===== src/rtl/regwb_pkg.sv =====
// regwb_pkg: definitions shared by the register-file writeback arbiter.
//   XLEN / AW : default register data width and register index width.
//   req_e     : identifies a writeback requester (ALU/execute or load unit).
//   wb_req_t  : a writeback request, destination index plus data.
package regwb_pkg;

  localparam int XLEN = 32;
  localparam int AW   = 5;

  typedef enum logic {
    REQ_ALU = 1'b0,
    REQ_MEM = 1'b1
  } req_e;

  typedef struct packed {
    logic [AW-1:0]   rd;
    logic [XLEN-1:0] dat;
  } wb_req_t;

endpackage


===== src/rtl/regwb_scoreboard.sv =====
// regwb_scoreboard: per-register pending-load tracker and decode hazard check.
//   clk, reset     : clock and synchronous active-high reset (clears all bits).
//   set_en, set_rd : a load is issued this cycle toward set_rd.
//   clr_en, clr_rd : a load writeback to clr_rd is granted this cycle.
//   rs1, rs2       : decode source registers.
//   hazard         : a source register is waiting on an outstanding load.
// Register 0 is never tracked; its bit is tied to 0.
module regwb_scoreboard #(
  parameter int AW = regwb_pkg::AW
) (
  input  logic          clk,
  input  logic          reset,
  input  logic          set_en,
  input  logic [AW-1:0] set_rd,
  input  logic          clr_en,
  input  logic [AW-1:0] clr_rd,
  input  logic [AW-1:0] rs1,
  input  logic [AW-1:0] rs2,
  output logic          hazard
);
  import regwb_pkg::*;

  localparam int NREG = 1 << AW;

  logic [NREG-1:0] pending;
  logic [NREG-1:0] clr_mask;
  logic [NREG-1:0] visible;
  logic            issue_hit;

  genvar gi;
  generate
    for (gi = 0; gi < NREG; gi++) begin : g_reg
      if (gi == 0) begin : g_zero
        assign pending[gi]  = 1'b0;
        assign clr_mask[gi] = 1'b0;
      end else begin : g_bit
        logic pending_reg;
        logic set_hit;
        logic clr_hit;

        assign set_hit = set_en && (set_rd == AW'(gi));
        assign clr_hit = clr_en && (clr_rd == AW'(gi));

        // A new load to the same register outranks the completion of an
        // older one, so set is checked before clear.
        always_ff @(posedge clk) begin
          if (reset) begin
            pending_reg <= 1'b0;
          end else if (set_hit) begin
            pending_reg <= 1'b1;
          end else if (clr_hit) begin
            pending_reg <= 1'b0;
          end
        end

        assign pending[gi]  = pending_reg;
        assign clr_mask[gi] = clr_hit;
      end
    end
  endgenerate

  // The bit being cleared by this cycle's grant is already treated as done,
  // so decode is released in the grant cycle itself.
  assign visible = pending & ~clr_mask;

  // A load issued this cycle blocks its destination immediately, before its
  // pending bit is even written.
  assign issue_hit = set_en && (set_rd != '0) &&
                     ((set_rd == rs1) || (set_rd == rs2));

  assign hazard = visible[rs1] | visible[rs2] | issue_hit;

endmodule


===== src/rtl/regwb_arbiter.sv =====
// regwb_arbiter: owns the single register-file write port and shares it
// between ALU writeback and load writeback with round-robin arbitration.
// Also tracks outstanding loads and raises a read hazard for decode.
//   clk, reset              : clock, synchronous active-high reset.
//   alu_valid/rd/dat, ready : ALU writeback request and same-cycle grant.
//   mem_valid/rd/dat, ready : load writeback request and same-cycle grant.
//   ld_issue, ld_issue_rd   : load issued this cycle and its destination.
//   rs1, rs2, hazard        : decode sources and stall request.
//   rf_we, rf_rd, rf_dat    : registered register-file write port.
// Optional build macro REGWB_BYPASS_EN adds fwd1_valid/fwd1_dat and
// fwd2_valid/fwd2_dat, which expose the in-flight write to decode when it
// targets rs1/rs2.
module regwb_arbiter #(
  parameter int XLEN = regwb_pkg::XLEN,
  parameter int AW   = regwb_pkg::AW
) (
  input  logic            clk,
  input  logic            reset,
  input  logic            alu_valid,
  input  logic [AW-1:0]   alu_rd,
  input  logic [XLEN-1:0] alu_dat,
  output logic            alu_ready,
  input  logic            mem_valid,
  input  logic [AW-1:0]   mem_rd,
  input  logic [XLEN-1:0] mem_dat,
  output logic            mem_ready,
  input  logic            ld_issue,
  input  logic [AW-1:0]   ld_issue_rd,
  input  logic [AW-1:0]   rs1,
  input  logic [AW-1:0]   rs2,
  output logic            hazard,
  output logic            rf_we,
  output logic [AW-1:0]   rf_rd,
  output logic [XLEN-1:0] rf_dat
`ifdef REGWB_BYPASS_EN
  ,
  output logic            fwd1_valid,
  output logic [XLEN-1:0] fwd1_dat,
  output logic            fwd2_valid,
  output logic [XLEN-1:0] fwd2_dat
`endif
);
  import regwb_pkg::*;

  req_e            last_grant_reg;
  logic            alu_grant;
  logic            mem_grant;
  logic            any_grant;
  logic [AW-1:0]   grant_rd;
  logic [XLEN-1:0] grant_dat;
  logic            rf_we_reg;
  logic [AW-1:0]   rf_rd_reg;
  logic [XLEN-1:0] rf_dat_reg;

  // Round-robin: a lone requester always wins; on contention the one that
  // did not win most recently is granted.
  always_comb begin
    alu_grant = 1'b0;
    mem_grant = 1'b0;
    if (alu_valid && mem_valid) begin
      if (last_grant_reg == REQ_MEM) begin
        alu_grant = 1'b1;
      end else begin
        mem_grant = 1'b1;
      end
    end else begin
      alu_grant = alu_valid;
      mem_grant = mem_valid;
    end
  end

  assign any_grant = alu_grant | mem_grant;
  assign grant_rd  = mem_grant ? mem_rd  : alu_rd;
  assign grant_dat = mem_grant ? mem_dat : alu_dat;
  assign alu_ready = alu_grant;
  assign mem_ready = mem_grant;

  // Write stage. A grant to x0 still uses the slot but never writes.
  always_ff @(posedge clk) begin
    if (reset) begin
      last_grant_reg <= REQ_MEM;
      rf_we_reg      <= 1'b0;
      rf_rd_reg      <= '0;
      rf_dat_reg     <= '0;
    end else begin
      rf_we_reg <= any_grant && (grant_rd != '0);
      if (any_grant) begin
        rf_rd_reg      <= grant_rd;
        rf_dat_reg     <= grant_dat;
        last_grant_reg <= mem_grant ? REQ_MEM : REQ_ALU;
      end
    end
  end

  assign rf_we  = rf_we_reg;
  assign rf_rd  = rf_rd_reg;
  assign rf_dat = rf_dat_reg;

  regwb_scoreboard #(
    .AW(AW)
  ) u_scoreboard (
    .clk    (clk),
    .reset  (reset),
    .set_en (ld_issue),
    .set_rd (ld_issue_rd),
    .clr_en (mem_grant),
    .clr_rd (mem_rd),
    .rs1    (rs1),
    .rs2    (rs2),
    .hazard (hazard)
  );

`ifdef REGWB_BYPASS_EN
  assign fwd1_valid = rf_we_reg && (rf_rd_reg != '0) && (rf_rd_reg == rs1);
  assign fwd1_dat   = rf_dat_reg;
  assign fwd2_valid = rf_we_reg && (rf_rd_reg != '0) && (rf_rd_reg == rs2);
  assign fwd2_dat   = rf_dat_reg;
`endif

endmodule


===== config.mk =====
export PLATFORM = sky130hd
export DESIGN_NAME = regwb_arbiter
export DESIGN_NICKNAME = d
export VERILOG_FILES = /design/src/rtl/regwb_pkg.sv /design/src/rtl/regwb_scoreboard.sv /design/src/rtl/regwb_arbiter.sv
export SDC_FILE = /design/constraint.sdc
export NUM_CORES = 1
export LEC_CHECK = 0
export BUFFER_PORTS_ARGS = -buffer_cell sky130_fd_sc_hd__buf_4
export CORE_MARGIN = 5
export CORE_UTILIZATION = 55
export DETAILED_ROUTE_END_ITERATION = 10
export PLACE_DENSITY = 0.95
export SLEW_MARGIN = 15
export SYNTH_ARGS = -nofsm -noshare
export SYNTH_HDL_FRONTEND = slang
export SYNTH_HIERARCHICAL = 1
export SYNTH_SLANG_ARGS = --single-unit

===== constraint.sdc =====
create_clock -name clk -period 5 [get_ports clk]
set_clock_uncertainty 0.1 [all_clocks]
set_input_delay 0.5 -clock clk [delete_from_list [all_inputs] [get_ports clk]]
set_output_delay 0.5 -clock clk [all_outputs]
set_load 0.01 [all_outputs]

Word-level counts from Yosys, hierarchy flattened
Index checks and enable logic that the tools add are counted.
{"block": "classes", "n_eq_ne": 64, "n_reduce_logical": 100, "n_mux": 73, "magnitude_cmp": 2, "bitwise_logic": 5}
{"op": "equality test 5 bit, second input constant", "count": 32}
{"op": "equality test 5 x 4 -> 1 bit, second input constant", "count": 16}
{"op": "2-to-1 mux 1 bit", "count": 69}
{"op": "logical AND 1 bit", "count": 66}
{"op": "nonzero test 2 bit", "count": 31}
{"op": "equality test 5 x 3 -> 1 bit, second input constant", "count": 8}
{"op": "AND 32 bit", "count": 1}
{"op": "2-to-1 mux 32 bit", "count": 1}
{"op": "inverter 32 bit", "count": 1}
{"op": "equality test 5 x 2 -> 1 bit, second input constant", "count": 4}
{"op": "less-than comparator 5 x 6 -> 1 bit, second input constant", "count": 2}
{"op": "binary-select mux 1 bit (select 5 bit)", "count": 2}
{"op": "equality test 5 x 1 -> 1 bit, second input constant", "count": 2}
{"op": "equality test 5 bit", "count": 2}
{"op": "nonzero test 5 bit", "count": 2}
{"op": "2-to-1 mux 5 bit", "count": 1}
{"op": "bitwise OR 1 bit", "count": 3}
{"op": "logical OR 1 bit", "count": 1}
{"block": "totals", "output_inout_bits": 41, "elab_cells": 279, "in_bits": 94, "register_bits": 70}

Longest topological paths before layout
Gate-level depths: netlist of run 1.
{"block": "logic_depth", "depth_word": 9, "ltp_mapped": 11, "mapped_depth_nobuf": 7}

Hierarchy
The synthesis of run 1 kept the hierarchy.
{"mod": "regwb_scoreboard", "area_each_um2": 2348.5, "cells_per_inst": 313, "instances": 1}
{"mod": "regwb_arbiter", "area_each_um2": 1632.8, "cells_per_inst": 173, "instances": 1}

Worst setup path after synthesis of run 1
OpenSTA, ideal clock, no wires.
{"block": "synth_path", "path_kind": "input to output", "from": "input alu_valid", "to": "output hazard", "path_slack_ps": 1868, "arrival_time_ps": 2532, "required_ps": 4400, "path_buffers": 4, "path_stages": 11, "cell_sequence": "buf_2 -> a21boi_2 -> buf_6 -> buf_6 -> buf_2 -> nand4_2 -> o21ai_1 -> o22ai_1 -> o311a_1 -> a211oi_1 -> nand4_1"}
{"block": "synth_via", "elab_chain_cells": 9}
{"element": "start, declared", "line_no": "regwb_arbiter.sv:19", "text": "input logic alu_valid,"}
{"element": "logical AND 1 bit *", "line_no": "regwb_arbiter.sv:60", "text": "if (alu_valid && mem_valid) begin"}
{"element": "2-to-1 mux 1 bit *", "line_no": "regwb_arbiter.sv:60"}
{"element": "via mem_ready", "line_no": "regwb_arbiter.sv:26", "text": "output logic mem_ready,"}
{"element": "logical AND 1 bit", "line_no": "regwb_scoreboard.sv:42", "text": "assign clr_hit = clr_en && (clr_rd == AW'(gi));"}
{"element": "inverter 32 bit *", "line_no": "regwb_scoreboard.sv:64", "text": "assign visible = pending & ~clr_mask;"}
{"element": "AND 32 bit *", "line_no": "regwb_scoreboard.sv:64"}
{"element": "binary-select mux 1 bit (select 5 bit)", "line_no": "regwb_scoreboard.sv:71", "text": "assign hazard = visible[rs1] | visible[rs2] | issue_hit;"}
{"element": "2-to-1 mux 1 bit (implied by the code)", "line_no": "regwb_scoreboard.sv:71"}
{"element": "bitwise OR 1 bit * (2 in a row)", "line_no": "regwb_scoreboard.sv:71"}
{"element": "end, declared", "line_no": "regwb_arbiter.sv:31", "text": "output logic hazard,"}
The timed path passes the listed nets; every way through them passes the cells marked *. The select of a mux whose other input is x is not followed.

Final worst setup path of run 1
{"block": "layout_path", "from": "register last_grant_reg", "to": "output hazard"}
{"block": "layout_via", "elab_chain_cells": 9}
{"element": "start, declared", "line_no": "regwb_arbiter.sv:45", "text": "req_e last_grant_reg;"}
{"element": "start signal, assigned", "line_no": "regwb_arbiter.sv:90", "text": "last_grant_reg <= mem_grant ? REQ_MEM : REQ_ALU;"}
{"element": "2-to-1 mux 1 bit *", "line_no": "regwb_arbiter.sv:61", "text": "if (last_grant_reg == REQ_MEM) begin"}
{"element": "2-to-1 mux 1 bit *", "line_no": "regwb_arbiter.sv:60"}
{"element": "logical AND 1 bit", "line_no": "regwb_scoreboard.sv:42"}
{"element": "inverter 32 bit *", "line_no": "regwb_scoreboard.sv:64"}
{"element": "AND 32 bit *", "line_no": "regwb_scoreboard.sv:64"}
{"element": "binary-select mux 1 bit (select 5 bit)", "line_no": "regwb_scoreboard.sv:71"}
{"element": "2-to-1 mux 1 bit (implied by the code)", "line_no": "regwb_scoreboard.sv:71"}
{"element": "bitwise OR 1 bit * (2 in a row)", "line_no": "regwb_scoreboard.sv:71"}
Mark *: on every way between the ends. The rest lies on a longest branch, timed or not. The select of a mux whose other input is x is not followed.

==> results of run 1 <==
## kinds of logic after synthesis
| family | Yosys count | share of synthesized area [%] |
|---|---|---|
| multiplexers | 58 | 14.7 |
| buffers and inverters | 45 | 5.47 |
| AO/OA/AOI/OAI | 148 | 22.6 |
| XOR/XNOR | 13 | 2.86 |
| flip-flops | 70 | 35.2 |
| AND/OR/NAND/NOR | 152 | 19.1 |
## worst paths after layout
path | from | endpoint | slack, ns | depth (start not counted)
max | last_grant_reg | hazard | 1.48 | 8
min | mem_dat[19] | rf_dat[19] | 0.31 | 3
max reg2reg | last_grant_reg | rf_dat[15] | 2.86 | 4
min reg2reg | rf_dat[1] | rf_dat[1] | 0.36 | 2
## layout make-up
class,instances,area (um^2)
flip-flops and latches,70,1400
inverters,10,37.5
repair buffers,136,1020
clock buffers,9,124
multi-input cells,371,2380
well taps,99,124
clock inverters,6,95.1
fillers,540,1950
## power by group through the flow
stage	registers [W]	clock network [W]	logic (W)
floorplan	0.000623	0	0.000132
finish	0.000602	0.000520	0.000290
global placement	0.000613	0	0.000275
CTS	0.000602	0.000519	0.000284
detailed placement	0.000615	0	0.000283
global route	0.000605	0.000546	0.000308
## through the flow
stage / power (W) / hold WS, ns / instance area, um^2 / utilization, %
2_1_floorplan: 0.000755 / 0.359 / 3980 / -
3_3_place_gp: 0.000889 / 0.336 / 4960 / 69.5
3_5_place_dp: 0.000898 / 0.344 / 4960 / 69.5
4_1_cts: 0.00140 / 0.312 / 5180 / 72.6
5_1_grt: 0.00146 / 0.322 / 5190 / 72.7
6_report: 0.00141 / 0.314 / 5190 / 72.7
## critical path, cell delays in order (launching register included)
cell	delay, ns
dfxtp_1	0.36
a21boi_4	0.52
nand4b_1	0.37
o21ai_0	0.40
mux2i_1	0.12
o311a_1	0.30
a32oi_1	0.18
nand4_1	0.14
buf_4	0.17
## cell usage in the layout (no fill, tap or decap), types with 2 or more instances in the layout
cell type and instances:
buf_4 136, nand2_1 74, dfxtp_1 70, o21ai_0 60, mux2i_1 53, a21oi_1 29
nor2_1 16, nor3_1 12, o21ai_1 11, inv_1 10, clkbuf_8 9, o211ai_1 9
nand3_1 9, xor2_1 7, a31oi_1 7, xnor2_1 6, a311oi_1 6, nand2b_1 5
mux2_2 5, nand4_1 5, nor2b_1 5, a32oi_1 4, o2111ai_1 4, nor4_1 3
nand4b_1 3, o21a_1 3, or3_1 3, o22ai_1 2, bufinv_16 2, inv_6 2
clkinv_4 2, and4b_1 2, o311a_1 2, o311ai_0 2, nand4bb_1 2, and3_1 2
## routing by layer
| layer | track usage, % | up-vias |
|---|---|---|
| li1 | - | 1995 |
| met1 | 35.4 | 1979 |
| met2 | 50.1 | 409 |
| met3 | 9.55 | 81 |
| met4 | 17.4 | 0 |
| met5 | 0 | - |
==> flow_metrics.tcl, run 1 <==
set metrics [dict create \
    async_reset_ff_share_pct 0 \
    cts.sinks 70 \
    power.internal_w 0.00100 \
    path_clk_slew_ns 0.09 \
    wl_met1_mm 4.91 \
    yosysTopAreaCellShare_pct 35.2 \
    place.gp.congestion 1.01 \
    ctsHoldBuffers 0 \
    yosys.cell_types.count 56 \
    setup_tns_ns 0 \
    relSlewSlack_pct 49.5 \
    synth_edf_count 0 \
    row_count 31 \
    final_hold_viol_count 0 \
    cts_tree "built" \
    ys_ff_latch 70 \
    p_sw_w 0.000409 \
    cts-root-buf "clkbuf_8" \
    synthesis.nets 580 \
    syn2layout_area_growth_pct 30.3 \
    tightest_slew_ns 0.752 \
    largest_reg_flops 32 \
    setup_viol 0 \
    pwr-share-seq_pct 42.7 \
    die_x_um 95.1 \
    timing.final.ws_setup_ns 1.48 \
    swShare_pct 29.0 \
    clock_path_buffers 2 \
    grt_overflow_total 0 \
    cp_max_fo 18 \
    synth_sequential_area_ratio_pct 35.2 \
    grt_usage_pct 30.7 \
    rsz0062_at_grt "no" \
    worstPathArrival_ns 2.92 \
    grt_max_degree 38 \
    grt_pass1_wl_mm 21.6 \
    synth_warnings 6 \
    htree_levels 3 \
    postSynthAreaPerCell_um2 8.19 \
    num_vias 4464 \
    wl_mm 13.8 \
    p_clk_share_pct 36.8 \
    netlist_top_cells_area "dfxtp_1 35%, mux2i_1 13%, o21ai_0 7.5%, nand2_1 7.0%, a21oi_1 3.6%" \
    grt_pass1_vias 4488 \
    maxCapViolCount 0 \
    drive_gt1_share_pct 27.4 \
    io_pins 135 \
    drtIter0Drc 624 \
    p_per_area_nw_per_um2 272 \
    yosys-top-cells-count "74 x nand2_1, 70 x dfxtp_1, 60 x o21ai_0" \
    cts_buffers 9 \
    crit_path_start_kind "register" \
    met3_length_mm 1.81 \
    wl_per_cell_um 19.7 \
    antenna_found_initial 0 \
    final_antenna_net_count 0 \
    critPathKind "register to primary output" \
    vias_per_cell 6.37 \
    postSynthCellCount 486 \
    top_layer "met4" \
    syn_area_um2 3980 \
    ir_drop_mv 0.181 \
    initial_core_util_pct 55.8 \
    post_cts_buffers 0 \
    drc_errors 0 \
    portBuffers 134 \
    layout.cells.non_filler 701 \
    wl_met2_mm 6.37 \
    die_y_um 95.1 \
    placed_cells 686 \
    nNetsFinal 692 \
    outcome "finished clean" \
    diodes 0 \
    min_path_type "primary input to register" \
    fmax_ghz 0.284 \
    finalCriticalPeriod_ns 3.52 \
    hpwl_mm 9.99 \
    cp_data_required_time_ns 4.40 \
    yosysTopAreaCell "dfxtp_1" \
    fp.coreArea_um2 7140 \
    drtPass1Iterations 6 \
    die-area_um2 9040 \
    crit_path_end_kind "primary output" \
    p_leak_nw 2.10 \
    clock_latency_ns 0.35 \
    synth_most_common_cell "nand2_1" \
    place_ws_ns 1.64 \
    slew_violations 0 \
    fin_crit_sh_pct 70.5 \
    cts_resized 0 \
    synth-main-ff-cell "dfxtp_1" \
    power_frac_comb_pct 20.5 \
]
Power figures use the tool's default switching activity.
==> inputs of run 2 (changes only) <==
- CORE_UTILIZATION: 55 -> 51
- PLACE_DENSITY: 0.95 -> 0.9
- clock period: 5 -> 3.5 ns (I/O delays scaled with it)
==> flow_metrics.tcl, run 2 (synthesis gave the netlist of run 1 again) <==
set metrics [dict create \
    cp_data_required_time_ns 3.05 \
    drc_errors 0 \
    grt_pass1_vias 4371 \
    die-area_um2 9670 \
    fp.coreArea_um2 7650 \
    drtIter0Drc 396 \
    row_count 32 \
    cp_max_fo 11 \
    relSlewSlack_pct 57.2 \
    wl_per_cell_um 20.3 \
    initial_core_util_pct 52.1 \
    io_pins 135 \
    reg2reg_depth 5 \
    whs_ns 0.171 \
    cts_buffers 9 \
    p_per_area_nw_per_um2 386 \
    path_clk_slew_ns 0.07 \
    slew_violations 0 \
    fillers 593 \
    cts_tree "built" \
    rsz0062_at_grt "no" \
    final_hold_viol_count 0 \
    diodes 0 \
    syn2layout_area_growth_pct 30.8 \
    grt_usage_pct 29.1 \
    cts.sinks 70 \
    hpwl_mm 10.5 \
    crit_path_end_kind "primary output" \
    critPathKind "register to primary output" \
    wl_mm 14.3 \
    post_cts_buffers 0 \
    antenna_found_initial 0 \
    clock_latency_ns 0.35 \
    ctsHoldBuffers 0 \
    setup_tns_ns 0 \
    largest_reg_flops 32 \
    cts_resized 0 \
    maxCapViolCount 0 \
    min_path_type "primary input to register" \
    final_antenna_net_count 0 \
    die_y_um 98.4 \
    clock_path_buffers 2 \
    finalCriticalPeriod_ns 3.17 \
    hold_start "alu_dat[29]" \
    hold_depth 3 \
    num_vias 4358 \
    setup_viol 0 \
    worstPathArrival_ns 2.72 \
    timing.rr.end "rf_we" \
    hold_end "rf_dat[29]" \
    layout_common_cells "139 x buf_4, 74 x nand2_1, 70 x dfxtp_1" \
    place.gp.congestion 1.00 \
    p_leak_nw 2.12 \
    rrSetupSlack_ns 1.34 \
    htree_levels 3 \
    cts-root-buf "clkbuf_8" \
    layout_commonest_cell "buf_4" \
    ir_drop_mv 0.247 \
    vias_per_cell 6.16 \
    outcome "finished clean" \
    grt_max_degree 40 \
    tightest_slew_ns 0.640 \
    fmax_ghz 0.315 \
    die_x_um 98.4 \
    crit_path_start_kind "register" \
    grt_overflow_total 0 \
    reg2reg_from "last_grant_reg" \
    drive_gt1_share_pct 27.6 \
    portBuffers 134 \
    fin_area_um2 5210 \
    drtPass1Iterations 7 \
    nNetsFinal 695 \
    grt_pass1_wl_mm 22.5 \
    fin_crit_sh_pct 90.6 \
    placed_cell_area_um2 4990 \
]
run 2: changes by cell type in the layout (fill, tap and decap cells not counted), sizes merged:
cell / previous run / this run
clkbuf: 9 / 12
inv: 12 / 10
clkinvlp: 0 / 1
buf: 136 / 139
clkinv: 2 / 0
run 2: worst max-delay path by stage:
stage / slack [ns] / cells past startpoint / end / from
global placement: 0.67 / 9 / hazard / alu_valid
CTS: 0.40 / 8 / hazard / last_grant_reg
global route: 0.19 / 8 / hazard / last_grant_reg
floorplan: 0.67 / 11 / hazard / alu_valid
finish: 0.33 / 8 / hazard / last_grant_reg
detailed placement: 0.64 / 9 / hazard / alu_valid
run 2: layer usage:
layer / wire [um] / vias up / track usage (%)
met3: 1400 / 50 / 6.79
met2: 7050 / 275 / 49.9
li1: - / 2003 / -
met5: 0 / - / 0
met4: 530 / 0 / 13.3
met1: 5350 / 2030 / 34.4
run 2: cell type report:
| cell class | count | area [um^2] | area share [%] |
|---|---|---|---|
| sequential | 70 | 1400 | 26.9 |
| clock inverter | 3 | 67.6 | 1.30 |
| tap | 102 | 128 | 2.45 |
| multi-input combinational | 371 | 2380 | 45.6 |
| clock buffer | 12 | 155 | 2.98 |
| inverter | 10 | 37.5 | 0.721 |
| timing repair buffer | 139 | 1040 | 20.0 |
run 2: worst max-delay path: stages, from the launching register on:
cell	delay [ns]
dfxtp_1	0.35
a21boi_4	0.37
nand4b_1	0.32
o21ai_0	0.38
mux2i_1	0.15
o311a_1	0.30
a32oi_1	0.20
nand4_1	0.13
buf_4	0.17
run 2: power by group:
group / total (W) / leakage, nW / internal (W) / switching, W
Sequential: 0.000862 / 0.574 / 0.000837 / 0.0000244
Combinational: 0.000417 / 1.43 / 0.000193 / 0.000224
Clock: 0.000730 / 0.109 / 0.000437 / 0.000294
run 2: per-stage QoR:
step | utilization (%) | std cells | setup WS [ns] | total power, W
after floorplan | - | 486 | 0.668 | 0.00108
after global placement | 65.2 | 692 | 0.672 | 0.00128
after detailed placement | 65.2 | 692 | 0.639 | 0.00129
after CTS | 68.1 | 707 | 0.402 | 0.00201
after global routing | 68.1 | 707 | 0.186 | 0.00209
final | 68.1 | 707 | 0.330 | 0.00201
==> inputs of run 3 (changes only) <==
==> constraint.sdc (replaced) <==
create_clock -name clk -period 3.5 [get_ports clk]
set_clock_uncertainty 0.1 [all_clocks]
set_input_delay 0.35 -clock clk [delete_from_list [all_inputs] [get_ports clk]]
set_output_delay 0.35 -clock clk [all_outputs]
set_load 0.05 [all_outputs]
==> flow_metrics.tcl, run 3 (synthesis gave the netlist of run 1 again) <==
set metrics [dict create \
    post_cts_buffers 0 \
    cp_max_fo 12 \
    syn2layout_area_growth_pct 31.2 \
    cts_resized 0 \
    path_clk_slew_ns 0.08 \
    grt_pass1_wl_mm 22.1 \
    hpwl_mm 10.4 \
    grt_pass1_vias 4441 \
    die-area_um2 9670 \
    outcome "finished clean" \
    ir_drop_mv 0.320 \
    layout.cells.non_filler 708 \
    worstPathArrival_ns 2.76 \
    largest_reg_flops 32 \
    clock_path_buffers 2 \
    vias_per_cell 6.15 \
    fin_crit_sh_pct 91.8 \
    num_vias 4356 \
    cts.sinks 70 \
    relSlewSlack_pct 52.8 \
    cts_buffers 9 \
    htree_levels 3 \
    tightest_slew_ns 0.706 \
    crit_path_start_kind "register" \
    portBuffers 134 \
    cts_tree "built" \
    layout_commonest_cell "buf_4" \
    grt_max_degree 38 \
    placed_cells 692 \
    cp-startpoint "last_grant_reg" \
    cts-root-buf "clkbuf_8" \
    io_pins 135 \
    fillers 595 \
    die_y_um 98.4 \
    grt_overflow_total 0 \
    final_hold_viol_count 0 \
    crit_path_end_kind "primary output" \
    drive_gt1_share_pct 27.6 \
    final_core_util_pct 68.3 \
    ctsHoldBuffers 0 \
    finalCriticalPeriod_ns 3.21 \
    maxCapViolCount 0 \
    critPathKind "register to primary output" \
    die_x_um 98.4 \
    fp.coreArea_um2 7650 \
    clock_latency_ns 0.35 \
    p_per_area_nw_per_um2 418 \
    hold_start "alu_dat[21]" \
    drtPass1Iterations 5 \
    layout_common_cells "139 x buf_4, 74 x nand2_1, 70 x dfxtp_1" \
    wl_mm 14.1 \
    wl_per_cell_um 19.9 \
    slew_violations 0 \
    reg2reg_from "last_grant_reg" \
    setup_viol 0 \
    antenna_found_initial 0 \
    fmax_ghz 0.311 \
    min_path_type "primary input to register" \
    nNetsFinal 695 \
    final_antenna_net_count 0 \
    p_leak_nw 2.13 \
    setup_tns_ns 0 \
    drtIter0Drc 531 \
    initial_core_util_pct 52.1 \
    cp_data_required_time_ns 3.05 \
    grt_usage_pct 28.2 \
    row_count 32 \
    rsz0062_at_grt "no" \
    diodes 0 \
    total_power_w 0.00219 \
    drc_errors 0 \
    place.gp.congestion 0.999 \
]
## run 3: through the flow
step	hold slack, ns	setup WS, ns	cell area (um^2)
finish	0.168	0.288	5230
floorplan	0.319	0.253	3980
global placement	0.336	0.593	4990
global route	0.182	0.213	5230
CTS	0.164	0.353	5230
detailed placement	0.343	0.567	4990
## run 3: path summary, 6_finish.rpt
check                to  slack [ns]  cells past startpoint
max              hazard        0.29                      8
min          rf_dat[21]        0.17                      3
max reg2reg  rf_dat[30]        1.55                      4
min reg2reg  rf_dat[21]        0.35                      2
## run 3: cell type report
class	count	area (um^2)	area share (%)
clock buffer	11	131	2.51
inverter	10	37.5	0.718
tap	102	128	2.44
multi-input combinational	371	2380	45.5
sequential	70	1400	26.8
clock inverter	5	108	2.06
timing repair buffer	139	1040	20.0
## run 3: routing by layer
| metal | routed length, um | part of all wire, % | GRT usage (%) |
|---|---|---|---|
| met1 | 5440 | 39 | 33.2 |
| met2 | 6850 | 49 | 47.9 |
| met3 | 1380 | 9.8 | 7.64 |
| met4 | 452 | 3.2 | 12.4 |
| met5 | 0 | 0 | 0 |
## run 3: power breakdown
group	switching (W)	internal (W)
registers	0.0000237	0.000837
logic	0.000341	0.000196
clock network	0.000311	0.000477
## run 3: critical path, stage by stage (launching register included)
cell	delay [ns]
dfxtp_1	0.37
a21boi_4	0.39
nand4b_1	0.31
o21ai_0	0.37
mux2i_1	0.14
o311a_1	0.31
a32oi_1	0.18
nand4_1	0.13
buf_4	0.21
